--- src/rtl/lc3_pipe_ctrl.sv ---
// lc3_pipe_ctrl: pipeline enable, memory-stall and control-flow bubble
// sequencing for a five-stage LC-3 pipeline.
// Optional macro: LC3_PIPE_CTRL_BYPASS_EN enables ALU forwarding outputs;
// when undefined both bypass outputs are tied to 0.
`timescale 1ns/1ps

module lc3_pipe_ctrl (
  input  logic        clock,
  input  logic        reset,
  input  logic        complete_data,
  input  logic        complete_instr,
  input  logic [15:0] IR,
  input  logic [15:0] IR_Exec,
  input  logic [2:0]  psr,
  output logic        enable_updatePC,
  output logic        enable_fetch,
  output logic        enable_decode,
  output logic        enable_execute,
  output logic        enable_writeback,
  output logic        br_taken,
  output logic        bypass_alu_1,
  output logic        bypass_alu_2,
  output logic [1:0]  mem_state
);

  typedef enum logic [1:0] {
    MEM_READ     = 2'd0,
    MEM_INDIRECT = 2'd1,
    MEM_WRITE    = 2'd2,
    MEM_RUN      = 2'd3
  } mem_state_t;

  localparam logic [3:0] OP_BR  = 4'b0000;
  localparam logic [3:0] OP_ADD = 4'b0001;
  localparam logic [3:0] OP_LD  = 4'b0010;
  localparam logic [3:0] OP_ST  = 4'b0011;
  localparam logic [3:0] OP_AND = 4'b0101;
  localparam logic [3:0] OP_LDR = 4'b0110;
  localparam logic [3:0] OP_STR = 4'b0111;
  localparam logic [3:0] OP_NOT = 4'b1001;
  localparam logic [3:0] OP_LDI = 4'b1010;
  localparam logic [3:0] OP_STI = 4'b1011;
  localparam logic [3:0] OP_JMP = 4'b1100;

  mem_state_t state_q;
  logic [2:0] fill_q;
  logic [1:0] bubble_q;
  logic [3:0] op_d;
  logic [3:0] op_x;
  logic       run;
  logic       front_ok;
  logic       unused_bits;

  assign op_d        = IR[15:12];
  assign op_x        = IR_Exec[15:12];
  assign run         = (state_q == MEM_RUN);
  assign mem_state   = state_q;
  assign unused_bits = ^{IR[11:0], IR_Exec[8:0]};

  // Stage enables: fill level gated by memory stall, fetch validity and bubble.
  always_comb begin
    front_ok         = run && complete_instr && (bubble_q == 2'd0);
    enable_updatePC  = front_ok && (fill_q >= 3'd1);
    enable_fetch     = front_ok && (fill_q >= 3'd1);
    enable_decode    = front_ok && (fill_q >= 3'd2);
    enable_execute   = run && (fill_q >= 3'd3);
    // A completing load retires its result in the cycle it leaves READ.
    enable_writeback = (run && (fill_q >= 3'd4)) ||
                       ((state_q == MEM_READ) && complete_data);
  end

  // Branch resolution in execute.
  always_comb begin
    br_taken = 1'b0;
    if (enable_execute) begin
      if (op_x == OP_JMP)
        br_taken = 1'b1;
      else if ((op_x == OP_BR) && ((IR_Exec[11:9] & psr) != 3'b000))
        br_taken = 1'b1;
    end
  end

`ifdef LC3_PIPE_CTRL_BYPASS_EN
  logic exec_alu;
  logic dec_sr1_user;
  logic dec_sr2_user;

  // Forward the execute-stage ALU result when decode reads the same register.
  always_comb begin
    exec_alu     = (op_x == OP_ADD) || (op_x == OP_AND) || (op_x == OP_NOT);
    dec_sr1_user = (op_d == OP_ADD) || (op_d == OP_AND) || (op_d == OP_NOT) ||
                   (op_d == OP_LDR) || (op_d == OP_STR);
    dec_sr2_user = ((op_d == OP_ADD) || (op_d == OP_AND)) && !IR[5];
    bypass_alu_1 = enable_execute && exec_alu && dec_sr1_user &&
                   (IR_Exec[11:9] == IR[8:6]);
    bypass_alu_2 = enable_execute && exec_alu && dec_sr2_user &&
                   (IR_Exec[11:9] == IR[2:0]);
  end
`else
  assign bypass_alu_1 = 1'b0;
  assign bypass_alu_2 = 1'b0;
`endif

  // Pipeline fill counter, saturating at 4 after reset release.
  always_ff @(posedge clock or negedge reset) begin
    if (!reset)
      fill_q <= 3'd0;
    else if (fill_q != 3'd4)
      fill_q <= fill_q + 3'd1;
  end

  // Control-flow bubble: load on BR/JMP in decode, count down only while running.
  always_ff @(posedge clock or negedge reset) begin
    if (!reset)
      bubble_q <= 2'd0;
    else if (enable_decode && ((op_d == OP_BR) || (op_d == OP_JMP)))
      bubble_q <= 2'd3;
    else if ((bubble_q != 2'd0) && run)
      bubble_q <= bubble_q - 2'd1;
  end

  // Memory access FSM.
  always_ff @(posedge clock or negedge reset) begin
    if (!reset) begin
      state_q <= MEM_RUN;
    end else begin
      case (state_q)
        MEM_RUN: begin
          if (enable_execute) begin
            case (op_x)
              OP_LD, OP_LDR:  state_q <= MEM_READ;
              OP_ST, OP_STR:  state_q <= MEM_WRITE;
              OP_LDI, OP_STI: state_q <= MEM_INDIRECT;
              default:        state_q <= MEM_RUN;
            endcase
          end
        end
        MEM_INDIRECT: begin
          if (complete_data)
            state_q <= (op_x == OP_LDI) ? MEM_READ : MEM_WRITE;
        end
        MEM_READ, MEM_WRITE: begin
          if (complete_data)
            state_q <= MEM_RUN;
        end
        default: state_q <= MEM_RUN;
      endcase
    end
  end

endmodule
--- config.mk ---
export PLATFORM = sky130hd
export DESIGN_NAME = lc3_pipe_ctrl
export DESIGN_NICKNAME = d
export VERILOG_FILES = /design/src/rtl/lc3_pipe_ctrl.sv
export SDC_FILE = /design/constraint.sdc
export NUM_CORES = 1
export LEC_CHECK = 0
export BUFFER_PORTS_ARGS = -buffer_cell sky130_fd_sc_hd__buf_2
export CAP_MARGIN = 30
export CELL_PAD_IN_SITES_DETAIL_PLACEMENT = 0
export CELL_PAD_IN_SITES_GLOBAL_PLACEMENT = 1
export CORE_MARGIN = 3
export CORE_UTILIZATION = 24
export DETAILED_ROUTE_END_ITERATION = 6
export PLACE_DENSITY_LB_ADDON = 0.1
export SETUP_SLACK_MARGIN = 0.4
export SLEW_MARGIN = 40
export SYNTH_ARGS = -nofsm -noshare
export SYNTH_HDL_FRONTEND = slang
export SYNTH_SLANG_ARGS = --single-unit
--- constraint.sdc ---
create_clock -name clock -period 2.2 [get_ports clock]
set_clock_uncertainty 0.05 [all_clocks]
set_input_delay 0 -clock clock [delete_from_list [all_inputs] [get_ports clock]]
set_output_delay 0 -clock clock [all_outputs]
set_load 0.02 [all_outputs]
; Word-level counts from Yosys, hierarchy flattened
; Cells that the tools add are included.
[totals]
ff_bits = 7
inputBits = 39
out_inout_bits = 10
word_cells = 60
[op_classes]
add_sub_neg = 2
magnitude_cmp = 4
n_eq_ne = 15
muxes = 11
bitwise = 1
reduce_logical = 24
[op_table]
columns = cell, n
row1 = equality test 4 bit (second input constant), 4
row2 = 2-to-1 mux 2 bit, 6
row3 = one-hot mux 2 bit (3 select lines), 2
row4 = logical AND 1 bit, 10
row5 = equality test 4 x 2 -> 1 bit (second input constant), 2
row6 = equality test 4 x 3 -> 1 bit (second input constant), 2
row7 = zero test 4 bit, 2
row8 = OR reduction 2 bit, 4
row9 = greater-or-equal comparator 3 x 2 -> 1 bit (second input constant), 2
row10 = != test 2 bit (second input constant), 3
row11 = equality test 2 bit (second input constant), 2
row12 = zero test 2 bit, 2
row13 = nonzero test 2 bit, 2
row14 = adder 3 x 1 -> 3 bit (second input constant), 1
row15 = bitwise AND 3 bit, 1
row16 = greater-or-equal comparator 3 x 1 -> 1 bit (second input constant), 1
row17 = greater-or-equal comparator 3 bit (second input constant), 1
row18 = 2-to-1 mux 1 bit, 3
row19 = != test 3 bit (second input constant), 1
row20 = AND reduction 3 bit, 1
row21 = nonzero test 3 bit, 1
row22 = equality test 2 x 1 -> 1 bit (second input constant), 1
row23 = logical OR 1 bit, 2
row24 = subtractor 2 x 1 -> 2 bit (second input constant), 1

; Depth between registers and ports, before layout
; Gate-level depths: netlist (run 1).
[depth]
depth_word = 6
ltp_mapped = 7
mapped_depth_nobuf = 6

; Worst setup path after synthesis (run 1)
; No wires, ideal clock.
[synth_path]
path_type = flip-flop to flip-flop
startpoint = reg state_q[0], in the netlist mem_state[0]
endpoint = reg bubble_q[1]
setup_ns = 0.079
arrival_time_ns = 1.611
required_time_ns = 2.071
slack_ns = 0.460
stages_incl_launch_ff = 6
n_path_buf = 1
synth_period_minus_slack_ns = 1.740
cell_sequence = dfstp_2 buf_6 nand4_4 or4b_4 o21ai_2 mux2i_1
[synth_between]
elab_chain_cells = 6
word_cells_on_any_way = 8
cone_classes = eq/ne (1) / mux (1) / reduce/logical (6)
[synth_rtl]
columns = item, line_no
row1 = start: declaration, 45  ; mem_state_t state_q;
row2 = start signal: assignment, 140  ; state_q <= (op_x == OP_LDI) ? MEM_READ : MEM_WRITE;
row3 = equality test 2 bit *, 56  ; assign run = (state_q == MEM_RUN);
row4 = logical AND 1 bit (2 in series), 62  ; front_ok = run && complete_instr && (bubble_q == 2'd0);
row5 = logical AND 1 bit, 65  ; enable_decode = front_ok && (fill_q >= 3'd2);
row6 = logical AND 1 bit, 116  ; else if (enable_decode && ((op_d == OP_BR) || (op_d == OP_JMP)))
row7 = 2-to-1 mux 2 bit or nonzero test 2 bit (tied branches), --
row8 = end signal: assignment, 119  ; bubble_q <= bubble_q - 2'd1;
row9 = end: declaration, 47  ; logic [1:0] bubble_q;
; Mark *: on every way between the ends. The rest lies on a longest branch, timed or not.
; A chain may end at the register's enable or synchronous reset.

; Worst setup path in the final report (run 1)
[layout_path]
startpoint = reg fill_q[0]
endpoint = out br_taken
[layout_between]
elab_chain_cells = 3
[layout_rtl]
columns = item, line_no
row1 = start: declaration, 46  ; logic [2:0] fill_q;
row2 = start signal: assignment, 109  ; fill_q <= fill_q + 3'd1;
row3 = greater-or-equal comparator 3 x 2 -> 1 bit, 66  ; enable_execute = run && (fill_q >= 3'd3);
row4 = logical AND 1 bit, 66
row5 = 2-to-1 mux 1 bit, 75  ; if (enable_execute) begin
row6 = end: declaration, 20  ; output logic br_taken,
; Every way passes these cells.

==> key figures, run 1 <==
Status
  • Outcome: finished, final reports clean

Clocking
  • CTS buffer count: 3
  • CTS Root Cell: clkbuf_4
  • Htree depth: 1
  • Worst-skew pair later-pin latency: ~0.24 ns
  • Clock transition at the registers of the reported paths: around 0.05 ns
  • TritonCTS clock tree: yes
  • Deepest clock path buffer count: 2
  • # clock sinks: 7

Critical path
  • Element type at the critical path end: output pin
  • Critical path's top delay family: flip-flops
  • Arr. time, crit path: roughly 1.7 ns
  • Worst setup SP type: flop
  • Slowest stage delay, CP: about 0.44 ns
  • WP buf/inv: 1
  • Cell Chain, Critical Path: ha_1 > ha_1 > a211o_1 > nand3_2 > nor4_1 > buf_2
  • CP max FO: 6
  • Slowest stage cell, crit path: dfrtp_2
  • CP Class: reg -> out
  • CP required: approximately 2.2 ns
  • Most used cell, CP: ha_1

Global route
  • GRT Total Usage: under 10%
  • GR Util met2: ~16%
  • Vias in the first global route: 502
  • GR peak layer: met2
  • GR Util met1: about 11%
  • Largest net degree at the start of global routing: 11
  • GRT Residual Overflow: 0
  • Met3 GRT Util: 1.88%
  • Wire length of the first global-routing pass: 2060 um
  • Initial antenna violation count: 0

Placement
  • Routability cong.: between 0.6 and 0.7
  • Pre-CTS setup slack: 0.391 ns
  • Placed insts: about 120
  • Dpl hpwl: 1000 um
  • IO Port Bufs: 25

Timing
  • Final worst-path cycle share: around 78%
  • Fin crit period: approximately 1.7 ns
  • Hold Fails Final Rpt: 0
  • Hold Worst Slack: approximately 0.064 ns
  • Final setup fails: 0
  • Sum Neg Setup Slack: 0 ns
  • Max-slew violations: 0
  • Fmax: about 600 MHz
  • RSZ-0062 raised after global routing: yes
  • Final WS setup: between 0.4 and 0.5 ns

Synth
  • Post-synth top area share: between 20% and 30%
  • Synth Register Bits: 7
  • Synthesized area: slightly below 600 um2
  • Gate count after technology mapping: 67
  • Ys Warns: 0
  • Largest area contributor in the netlist: dfrtp_1
  • Yosys cell types: 27
  • Synthesized area per cell: between 8 and 9 um2
  • Seq/Total Area, Yosys: ~30%
  • Largest cells by area after synthesis: dfrtp_1 22%, ha_1 11%, dfstp_2 9.1%, inv_1 6.5%, buf_6 5.8%

Worst hold path
  • HP Class: in -> reg

Route
  • Via count: around 530
  • Routed WL per cell: between 10 and 15 um
  • Routed vias/inst: about 4.3
  • DRC viols: 0
  • Routed WL: about 1300 um
  • Drt first-iter violations: 9
  • TritonRoute pass-1 iters: 5
  • Antenna Nets Post-Route: 0

Floorplanning
  • FP Rows: 17
  • Die X-Extent: between 50 and 60 um
  • Die area: approximately 3000 um2
  • Die height: 55.1 um
  • Initial core utilization: between 20% and 30%
  • Io pins: 49
  • Core Footprint: 2250 um2

Pwr
  • Total leakage power: between 0.4 and 0.5 nW
  • Cell Pwr Density: 976 nW/um2
  • Worst vdd ir: about 0.00040 V
  • Power Total: 0.000748 W

Run
  • Max Cap Violations: 0

Layout
  • Post-Layout Cell Count: ~120
  • Layout area overhead: 32.7%
  • Layout cell share with drive strength beyond 1: roughly 42%
  • Fin nets: 140
  • Ant diodes: 0
-- cell type report --
type                            count  area (um2)
Clock buffer                        4        26.3
Fill cell                         252        1490
Inverter                           10        37.5
Multi-Input combinational cell     45         328
Sequential cell                     7         180
Tap cell                           28        35.0
Timing Repair Buffer               29         160
-- cells by family after synthesis --
| group | synth area share [%] |
|---|---|
| AND/OR/NAND/NOR | 20.3 |
| buffers and inverters | 16.2 |
| flip-flops | 30.7 |
| multiplexers | 1.73 |
| XOR/XNOR | 3.03 |
| other | 0.649 |
| adder cells (fa/ha/maj) | 10.8 |
| AO/OA/AOI/OAI | 16.5 |
-- routing by layer --
metal,vias up,share of wire (%)
li1,277,-
met1,225,43
met2,26,47
met3,0,9.3
met4,0,0
met5,-,0
-- flip-flops by register name, indices dropped and copies added (netlist names) --
signal     count
mem_state      2
bubble_q       2
fill_q         3
-- timing repair --
item	4_1_cts	5_1_grt
gates cloned	0	0
hold endpoints to repair	8	0
hold buffers	2	0
setup buffers	0	2
endpoints found under the setup margin	2	3
resized for setup	2	4
-- synthesized netlist by cell type, drive strengths merged --
master,instances
mux2i,1
nor4,1
nor2,7
a2bb2oi,1
dfrtp,5
a211o,1
a21oi,4
nand4,1
o21ai,4
o32a,1
xor2,1
buf,6
a222oi,1
a31oi,1
conb,1
nand2b,1
xnor2,1
dfstp,2
inv,10
ha,5
o31ai,1
nand3,2
nand2,5
or4b,1
nor3,3
-- worst reg2reg max path, cell delays in order (launching register included) --
cell and delay [ns]:
dfrtp_1 0.39, inv_2 0.07, ha_4 0.16, nand4_4 0.10
or4b_4 0.56, o21ai_2 0.08, mux2i_1 0.20
-- stage by stage --
stage               util, %  area [um2]
CTS                    32.8         739
finish                 34.0         767
detailed placement     30.4         686
global placement       30.4         686
global route           34.0         767
floorplan                 -         582
-- path summary, 6_finish.rpt --
path / start / endpoint / slack (ns) / cells past startpoint
min in group asynchronous: reset / fill_q[2] / 0.07 / 2
worst min register to register: fill_q[0] / fill_q[0] / 0.46 / 1
worst max register to register: bubble_q[0] / bubble_q[1] / 0.51 / 6
worst max-delay path: fill_q[0] / br_taken / 0.49 / 6
worst min-delay path: IR_Exec[15] / mem_state[0] / 0.06 / 3
max in group asynchronous: reset / mem_state[1] / 1.81 / 2
-- layout by cell type, fill, tap and decap left out, types with 2 or more instances in the layout --
| cell type | n |
|---|---|
| dfstp_2 | 2 |
| buf_2 | 25 |
| dlygate4sd3_1 | 2 |
| nand2_1 | 5 |
| buf_4 | 2 |
| dfrtp_1 | 3 |
| clkbuf_4 | 3 |
| nor3_1 | 3 |
| o21ai_0 | 3 |
| ha_1 | 4 |
| conb_1 | 2 |
| nor2_1 | 7 |
| a21oi_1 | 4 |
| dfrtp_2 | 2 |
| inv_1 | 9 |
-- report_power, final --
| part | total (W) | internal (W) | switching [W] | leakage, nW |
|---|---|---|---|---|
| sequential | 0.000210 | 0.000176 | 0.0000337 | 0.0777 |
| clock | 0.000112 | 0.0000690 | 0.0000435 | 0.0150 |
| combinational | 0.000426 | 0.000185 | 0.000241 | 0.316 |
No activity file was read; power rests on OpenSTA's default activity.
==> run 2: changes to the inputs <==
clock period = 1.65 ns   (was 2.2 ns; I/O delays follow)
==> run 2 against run 1 <==
The run now ends with negative setup slack left. Final area increased by 27%. Combinational power increased by 100%. Clock power increased by 35%. First-iteration DRC count increased by 11%. Cell count increased by 9.8%. Register-to-register slack got worse by 0.49 ns. Critical path type unchanged. Largest cell class unchanged.
==> key figures, run 2 (same netlist as run 1, synthesis figures left out) <==
Global route
  • GRT Total Usage: 10.5%
  • Vias in the first global route: around 540
  • GRT Residual Overflow: 0
  • Initial antenna violation count: 0
  • Wire length of the first global-routing pass: ~2300 um
  • Largest net degree at the start of global routing: 10

Critical path
  • CP Class: reg -> out
  • Crit path from: fill_q[2]
  • RR Startpoint: fill_q[0]
  • Element type at the critical path end: output pin
  • Slowest stage cell, crit path: dfrtp_2
  • Worst setup SP type: flop
  • Arr. time, crit path: between 1.5 and 2 ns
  • CP max FO: 5
  • Cell Chain, Critical Path: inv_1 > ha_4 > a211o_1 > nand3_2 > buf_6 > nor4_4 > buf_4
  • CP required: 1.60 ns
  • Slowest stage delay, CP: about 0.44 ns

Floorplanning
  • Core Footprint: approximately 2300 um2
  • Io pins: between 40 and 50
  • Die area: 3030 um2
  • Die X-Extent: approximately 55 um
  • Initial core utilization: 25.6%
  • Die height: between 50 and 60 um
  • FP Rows: 17

Route
  • Drt first-iter violations: 10
  • Routed WL per cell: about 11 um
  • Routed WL: ~1400 um
  • DRC viols: 0
  • TritonRoute pass-1 iters: 4
  • Via count: roughly 590
  • Antenna Nets Post-Route: 0
  • Routed vias/inst: ~4.4

Clocking
  • CTS Root Cell: clkbuf_4
  • Clock transition at the registers of the reported paths: about 0.05 ns
  • Worst-skew pair later-pin latency: 0.24 ns
  • CTS buffer count: 3
  • Deepest clock path buffer count: 2
  • Htree depth: 1
  • TritonCTS clock tree: yes
  • # clock sinks: 7

Pwr
  • Total leakage power: around 0.48 nW
  • Worst vdd ir: between 0.0007 and 0.0008 V
  • Cell Pwr Density: around 1300 nW/um2

Layout
  • Commonest non-fill, non-tap cells in the layout: 17 x buf_2, 13 x buf_4, 9 x buf_6, 6 x nor2_1
  • Fin nets: ~150
  • Most common cell after layout, fill and taps aside: buf_2
  • Largest Register: fill_q
  • Max reg flops: 3
  • Post-Layout Cell Count: around 140
  • Layout area overhead: 68.8%
  • Layout cell share with drive strength beyond 1: 62.6%
  • Ant diodes: 0

Placement
  • Placed insts: 124
  • IO Port Bufs: 25
  • Routability cong.: 0.651
  • Dpl hpwl: around 1100 um
  • Pre-CTS setup slack: -0.0145 ns

Status
  • Outcome: complete, but fails checks
  • Failing checks: negative setup slack

Worst hold path
  • Hold_sp: IR_Exec[15]
  • HP Class: in -> reg

Timing
  • Final worst-path cycle share: 100%
  • Max-slew violations: 0
  • Sum Neg Setup Slack: -0.00369 ns
  • Hold Fails Final Rpt: 0
  • Fmax: just over 600 MHz
  • Fin crit period: ~1.7 ns
  • RSZ-0062 raised after global routing: yes
  • Final WS setup: -0.00369 ns
  • Final setup fails: 1

Run
  • Max Cap Violations: 0
==> run 2: metrics by stage <==
| step | area [um2] | hold WS, ns | util [%] | power (W) |
|---|---|---|---|---|
| 6_report | 976 | 0.0718 | 43.3 | 0.00129 |
| 5_1_grt | 976 | 0.108 | 43.3 | 0.00138 |
| 4_1_cts | 901 | 0.0584 | 40.0 | 0.00118 |
| 3_5_place_dp | 768 | -0.209 | 34.1 | 0.000887 |
| 3_3_place_gp | 768 | -0.211 | 34.1 | 0.000890 |
| 2_1_floorplan | 597 | -0.346 | - | 0.000701 |
==> run 2: report_power, final <==
part           switching (W)  leakage [nW]  internal [W]
Sequential         0.0000358        0.0807      0.000235
Combinational       0.000410         0.387      0.000460
Clock              0.0000593        0.0150     0.0000920
==> run 2: critical path, delay by kind of cell, from the launching register on <==
| kind | cells | cell delay [ns] |
|---|---|---|
| AND/OR/NAND/NOR | 2 | 0.27 |
| flip-flops | 1 | 0.44 |
| AO/OA/AOI/OAI | 1 | 0.11 |
| buffers and inverters | 3 | 0.42 |
| adder cells (fa/ha/maj) | 1 | 0.13 |
==> run 2: what timing repair did <==
item                                    in CTS  in global routing
buffers inserted                             2                  3
gates cloned                                 0                  0
gates resized for setup                     22                 16
endpoints found under the setup margin      10                 11
pin swaps                                    6                  5
endpoints found under the hold margin        8                  0
hold buffers                                 2                  0
==> run 2: final timing paths <==
path,slack (ns),to,cells after the start
worst max-delay path,-0.004,br_taken,7
worst min-delay path,0.07,mem_state[0],3
max in group asynchronous,1.24,mem_state[0],2
worst max register to register,0.02,bubble_q[1],7
min in group asynchronous,0.08,fill_q[1],2
worst min register to register,0.46,fill_q[1],1
==> run 2: routing by layer <==
metal  share of wire [%]  track usage (%)  routed length (um)  vias to the layer above
li1                    -                -                   -                      304
met5                   0                0                   0                        -
met1                  42             12.5                 597                      265
met4                 1.8             7.29                  25                        0
met3                 6.7             1.61                  95                        2
met2                  49             17.3                 702                       21
==> run 2: layout make-up <==
class / instances / area (um2)
multi-input combinational: 45 / 394
sequential: 7 / 179
inverter: 10 / 37.5
tap: 28 / 35.0
timing repair buffer: 41 / 304
clock buffer: 4 / 26.3
fill: 244 / 1280
